===== src/rtl/store_align_unit.sv =====
// Store aligner: byte-addressed SB/SH/SW into word-addressed beats with byte enables.
// Latency: first beat registered 1 cycle after accept; a word-crossing store takes a second beat.
// Backpressure: mem_* hold while mem_ready is low; req_ready only in IDLE or on an accepted final beat.
module store_align_unit #(
    parameter int ADDR_W           = 10,
    parameter bit ALLOW_MISALIGNED = 1'b1
) (
    input  logic              clk,
    input  logic              rst_n,
    input  logic              req_valid,
    output logic              req_ready,
    input  logic [31:0]       req_addr,
    input  logic [31:0]       req_data,
    input  logic [1:0]        req_type,
    output logic              mem_valid,
    input  logic              mem_ready,
    output logic [ADDR_W-1:0] mem_addr,
    output logic [3:0]        mem_we,
    output logic [31:0]       mem_wdata,
    output logic              busy,
    output logic              done,
    output logic              misalign_err
);

    typedef enum logic [1:0] {IDLE, BEAT0, BEAT1} state_t;

    state_t state, state_n;

    logic [1:0]        off;
    logic [6:0]        size_mask;
    logic [6:0]        mask;
    logic              split_req;
    logic              reject;
    logic [5:0]        lo_shift;
    logic [5:0]        hi_shift;
    logic [31:0]       wdata0;
    logic [31:0]       wdata1;
    logic [ADDR_W-1:0] word;
    logic              unused_addr_bits;

    logic              split_q;
    logic [ADDR_W-1:0] b1_addr;
    logic [3:0]        b1_we;
    logic [31:0]       b1_wdata;
    logic              err_pending;

    logic              final_beat;
    logic              final_acc;
    logic              accept;
    logic              good_acc;
    logic              rej_acc;

    assign off              = req_addr[1:0];
    assign word             = req_addr[ADDR_W+1:2];
    assign unused_addr_bits = ^req_addr[31:ADDR_W+2];

    always_comb begin
        size_mask = 7'b0000000;
        case (req_type)
            2'b00:   size_mask = 7'b0000001;
            2'b01:   size_mask = 7'b0000011;
            2'b10:   size_mask = 7'b0001111;
            default: size_mask = 7'b0000000;
        endcase
    end

    assign mask      = size_mask << off;
    assign split_req = |mask[6:4];
    assign reject    = (req_type == 2'b11) || ((ALLOW_MISALIGNED == 1'b0) && split_req);
    assign lo_shift  = {1'b0, off, 3'b000};
    assign hi_shift  = 6'd32 - lo_shift;
    assign wdata0    = req_data << lo_shift;
    assign wdata1    = req_data >> hi_shift;

    // mem_valid is a pure decode of the registered state, so it drops as soon as reset asserts.
    assign busy       = (state != IDLE);
    assign mem_valid  = busy;
    assign final_beat = ((state == BEAT0) && !split_q) || (state == BEAT1);
    assign final_acc  = final_beat && mem_valid && mem_ready;
    assign req_ready  = (state == IDLE) || final_acc;
    assign accept     = req_valid && req_ready;
    assign good_acc   = accept && !reject;
    assign rej_acc    = accept && reject;

    always_ff @(posedge clk or negedge rst_n) begin
        if (!rst_n) state <= IDLE;
        else        state <= state_n;
    end

    always_comb begin
        state_n = state;
        case (state)
            IDLE:  if (good_acc) state_n = BEAT0;
            BEAT0: if (mem_ready) state_n = split_q ? BEAT1 : (good_acc ? BEAT0 : IDLE);
            BEAT1: if (mem_ready) state_n = good_acc ? BEAT0 : IDLE;
            default: state_n = IDLE;
        endcase
    end

    always_ff @(posedge clk or negedge rst_n) begin
        if (!rst_n) begin
            mem_addr     <= '0;
            mem_we       <= 4'b0000;
            mem_wdata    <= 32'h0;
            split_q      <= 1'b0;
            b1_addr      <= '0;
            b1_we        <= 4'b0000;
            b1_wdata     <= 32'h0;
            done         <= 1'b0;
            misalign_err <= 1'b0;
            err_pending  <= 1'b0;
        end else begin
            done <= final_acc;
            // A reject accepted alongside a final beat, or behind a pending one, slips a
            // cycle so done and misalign_err never share a cycle and no pulse is lost.
            misalign_err <= err_pending || (rej_acc && !final_acc);
            err_pending  <= rej_acc && (final_acc || err_pending);
            if (good_acc) begin
                mem_addr  <= word;
                mem_we    <= mask[3:0];
                mem_wdata <= wdata0;
                b1_addr   <= word + {{(ADDR_W-1){1'b0}}, 1'b1};
                b1_we     <= {1'b0, mask[6:4]};
                b1_wdata  <= wdata1;
                split_q   <= split_req;
            end else if ((state == BEAT0) && mem_ready && split_q) begin
                mem_addr  <= b1_addr;
                mem_we    <= b1_we;
                mem_wdata <= b1_wdata;
                split_q   <= 1'b0;
            end else if (final_acc) begin
                mem_we    <= 4'b0000;
            end
        end
    end

endmodule

===== config.mk =====
export PLATFORM = sky130hd
export DESIGN_NAME = store_align_unit
export DESIGN_NICKNAME = d
export VERILOG_FILES = /design/src/rtl/store_align_unit.sv
export SDC_FILE = /design/constraint.sdc
export NUM_CORES = 1
export LEC_CHECK = 0
export BUFFER_PORTS_ARGS = -buffer_cell sky130_fd_sc_hd__buf_2
export CAP_MARGIN = 40
export CORE_MARGIN = 2
export CORE_UTILIZATION = 55
export DETAILED_ROUTE_END_ITERATION = 10
export GPL_TIMING_DRIVEN = 0
export PLACE_DENSITY = 0.83
export SLEW_MARGIN = 20
export SYNTH_ARGS = -nofsm -noshare
export SYNTH_HDL_FRONTEND = slang
export SYNTH_SLANG_ARGS = --single-unit

===== constraint.sdc =====
create_clock -name clk -period 2.2 [get_ports clk]
set_input_delay 0.33 -clock clk [delete_from_list [all_inputs] [get_ports clk]]
set_output_delay 0.33 -clock clk [all_outputs]
set_load 0.01 [all_outputs]

==> run_results.csv <==
group,metric,value,unit
detailed_routing,firstDrtPassIters,6,
timing,setup_violations,0,
detailed_routing,ant_nets,0,
placement,hpwl,10.6,mm
layout,finalCoreUtilization,65.7,%
pwr,swShare,34.9,%
pwr,switchingPower,2360,uW
timing,fmax,478,MHz
floorplan,die_h,104,um
logic_synthesis,syn_nets,590,
pwr,power_density,1050,nW/um^2
worst_hold_path,min_to,"b1_wdata[26]",
floorplan,io_pins,121,
layout,postLayoutCellArea,6420,um^2
detailed_routing,drc,0,
floorplan,die_w,104,um
floorplan,start_util,56.6,%
detailed_routing,wl_per_cell,19.2,um
layout,multi_input_area,2810,um^2
pwr,combPwrFrac,40.6,%
setup_path,cp-end-kind,"register",
clock_tree,worstSkewPairLatency,380,ps
layout,seq_area,2430,um^2
job,drv_cap,0,
pwr,power,6760,uW
detailed_routing,drtIter0Drc,327,
clock_tree,path_clk_slew,90,ps
pwr,p_clk_share,16.1,%
timing,fin_worst_skew,8.90,ps
placement,io_buffer_count,97,
timing,hold_viol_final,0,
global_routing,grt.overflow.total,0,
logic_synthesis,synth_area_per_cell,10.7,um^2
setup_path,cp.required,2500,ps
logic_synthesis,synth_seq_area_share,43.9,%
setup_path,critical_path.startpoint_type,"primary input",
timing,worstMarginPinSlew,859,ps
layout,nets,700,
status,status,"finished, final reports clean",
pwr,p_int,4400,uW
setup_path,cp.arrival,2390,ps
clock_tree,cts_sinks,97,
logic_synthesis,synth_cell_types,38,
logic_synthesis,syn_inst,516,
pwr,power.leakage,0.00330,uW
logic_synthesis,synth_edf_count,0,
clock_tree,clockBufferDepth,2,
clock_tree,cts_buffers,9,
logic_synthesis,ys_top_cells_by_area,"dfrtp_1 44%, mux2i_1 15%, mux2_2 13%",
setup_path,reg2regPathDepth,6,
clock_tree,cts-root-buf,"clkbuf_8",
global_routing,grt_pass1_wl,23.3,mm
floorplan,core_area,9770,um^2
logic_synthesis,synth_top_cell_area_share,43.9,%
layout,area_growth,16.2,%
detailed_routing,vias_per_cell,5.81,
placement,place_congestion,0.929,
worst_hold_path,holdCritStartpoint,"req_data[26]",
logic_synthesis,yosysMostFrequentCell,"dfrtp_1",
logic_synthesis,yosysTopAreaCell,"dfrtp_1",
worst_hold_path,hold_depth,3,
timing,min_period_over_period,95.1,%
clock_tree,tritoncts,"built",
setup_path,r2r_end,"b1_wdata[9]",
timing,period_minus_slack,2090,ps
worst_hold_path,hold_class,"in2reg",
floorplan,rows,36,
logic_synthesis,synth_area,5530,um^2
placement,place_area,6220,um^2
setup_path,crit_fanout,9,
clock_tree,cts.htree.levels,3,
timing,final-max-slew-violation-count,0,
logic_synthesis,yosysWarnings,0,
pwr,ir_drop,0.000507,V
logic_synthesis,async_flop_share,100,%
logic_synthesis,synthTopCellsByCount,"97 x dfrtp_1, 85 x mux2i_1, 64 x mux2_2, 55 x nand2_1, 33 x nor2_1",
floorplan,dieArea,10900,um^2
layout,insertedDiodeCount,0,
layout,fillers,819,
pwr,seqPwrFrac,43.4,%
logic_synthesis,synth-seq-cells,97,
timing,slew_headroom,42.5,%
timing,hold_ws,209,ps
detailed_routing,routed_wl,14.6,mm
global_routing,antenna_found_initial,0,
global_routing,grt_max_degree,63,
setup_path,reg2reg_setup_slack,240,ps
layout,drive_gt1_share,35.2,%
logic_synthesis,synth_ff_type,"dfrtp_1",
global_routing,grt_pass1_vias,4557,
setup_path,critPathKind,"in2reg",
setup_path,timing.rr.start,"state[1]",
global_routing,grt_usage,27.6,%
detailed_routing,num_vias,4421,
[state kept, by name, summed over array words and instances, names as in the netlist]
signal        count
misalign_err      1
state             2
mem_we            4
mem_wdata        32
b1_we             3
split_q           1
err_pending       1
b1_addr          10
mem_addr         10
done              1
b1_wdata         32
[routing by layer]
layer / global-route usage, % / part of all wire [%] / up-vias
met1: 36.8 / 42 / 2155
met3: 4.32 / 7.1 / 44
li1: - / - / 2019
met5: 0 / 0 / -
met2: 44.1 / 47 / 203
met4: 13.8 / 3.8 / 0
[worst max-delay path: stages]
cell and delay [ps]:
clkbuf_1 380, clkinvlp_4 220, ha_1 290, clkbuf_1 150, or2_2 300, buf_2 190, nor2_4 280, nand2_1 90
mux2i_1 150
[cell families after synthesis]
kind of cell | Yosys count | share of synthesized area, %
multiplexers | 149 | 28.4
AND/OR/NAND/NOR | 130 | 11.3
flip-flops | 97 | 43.9
AO/OA/AOI/OAI | 70 | 8.69
buffers and inverters | 58 | 5.48
XOR/XNOR | 8 | 1.27
adder cells (fa/ha/maj) | 4 | 0.905
[how the worst max path moves through the flow]
| stage | slack, ps | cells after the start | to | from |
|---|---|---|---|---|
| after floorplan | 30 | 10 | b1_wdata[24] | req_addr[0] |
| after global placement | -700 | 9 | b1_wdata[0] | req_addr[0] |
| after detailed placement | -730 | 9 | b1_wdata[0] | req_addr[0] |
| after CTS | 5 | 10 | b1_wdata[25] | req_addr[0] |
| after global routing | -6 | 9 | b1_wdata[25] | req_addr[1] |
| final | 110 | 9 | b1_wdata[31] | req_addr[1] |
[stage by stage]
step | setup slack [ps] | TNS (ps) | cells
5_1_grt | -6.04 | -6.04 | 761
2_1_floorplan | 28.7 | 0 | 516
4_1_cts | 4.85 | 0 | 760
3_5_place_dp | -731 | -17670 | 747
3_3_place_gp | -699 | -28590 | 746
6_report | 108 | 0 | 761
[timing repair]
item                                    4_1_cts  5_1_grt
hold buffers                                  1        0
resized for setup                             5        5
pin swaps                                     0        1
endpoints found under the setup margin       32       25
endpoints found under the hold margin        35        0
setup buffers                                 0        2
[placed cells by master (no fill, tap or decap), drive strengths merged]
cell type    Yosys  routed
buf             25     126
dfrtp           97      97
mux2i           85      85
mux2            64      64
nand2           55      55
nor2            33      33
a211oi          24      24
clkbuf          12      22
inv             20      20
nor2b           19      19
a21oi           17      17
o21ai           12      12
nor3b            9       9
a31o             8       8
nand2b           5       5
xnor2            5       5
ha               4       4
xor2             3       3
a21o             2       2
nand4            2       2
o221ai           2       2
nand3            2       2
clkinvlp         0       1
o21bai           1       1
or2              1       1
nand4b           1       1
o31ai            1       1
o21a             1       1
o22ai            1       1
a221oi           1       1
and4             1       1
and3             1       1
nor3             1       1
dlygate4sd3      0       1
[layout make-up]
type / instances / share of cell area (%)
flip-flops and latches: 97 / 37.8
well taps: 133 / 2.59
inverters: 21 / 1.33
plain buffers: 35 / 3.49
multi-input cells: 361 / 43.7
clock buffers: 13 / 2.63
repair buffers: 101 / 8.48
[power by group through the flow]
stage	registers, uW	logic (uW)	clock network [uW]
final	2930	2740	1090
after global routing	3020	2980	1150
after CTS	2930	2760	1090
after detailed placement	2970	2740	0
after global placement	2920	2630	0
after floorplan	3100	1610	0
Power figures use the tool's default switching activity.
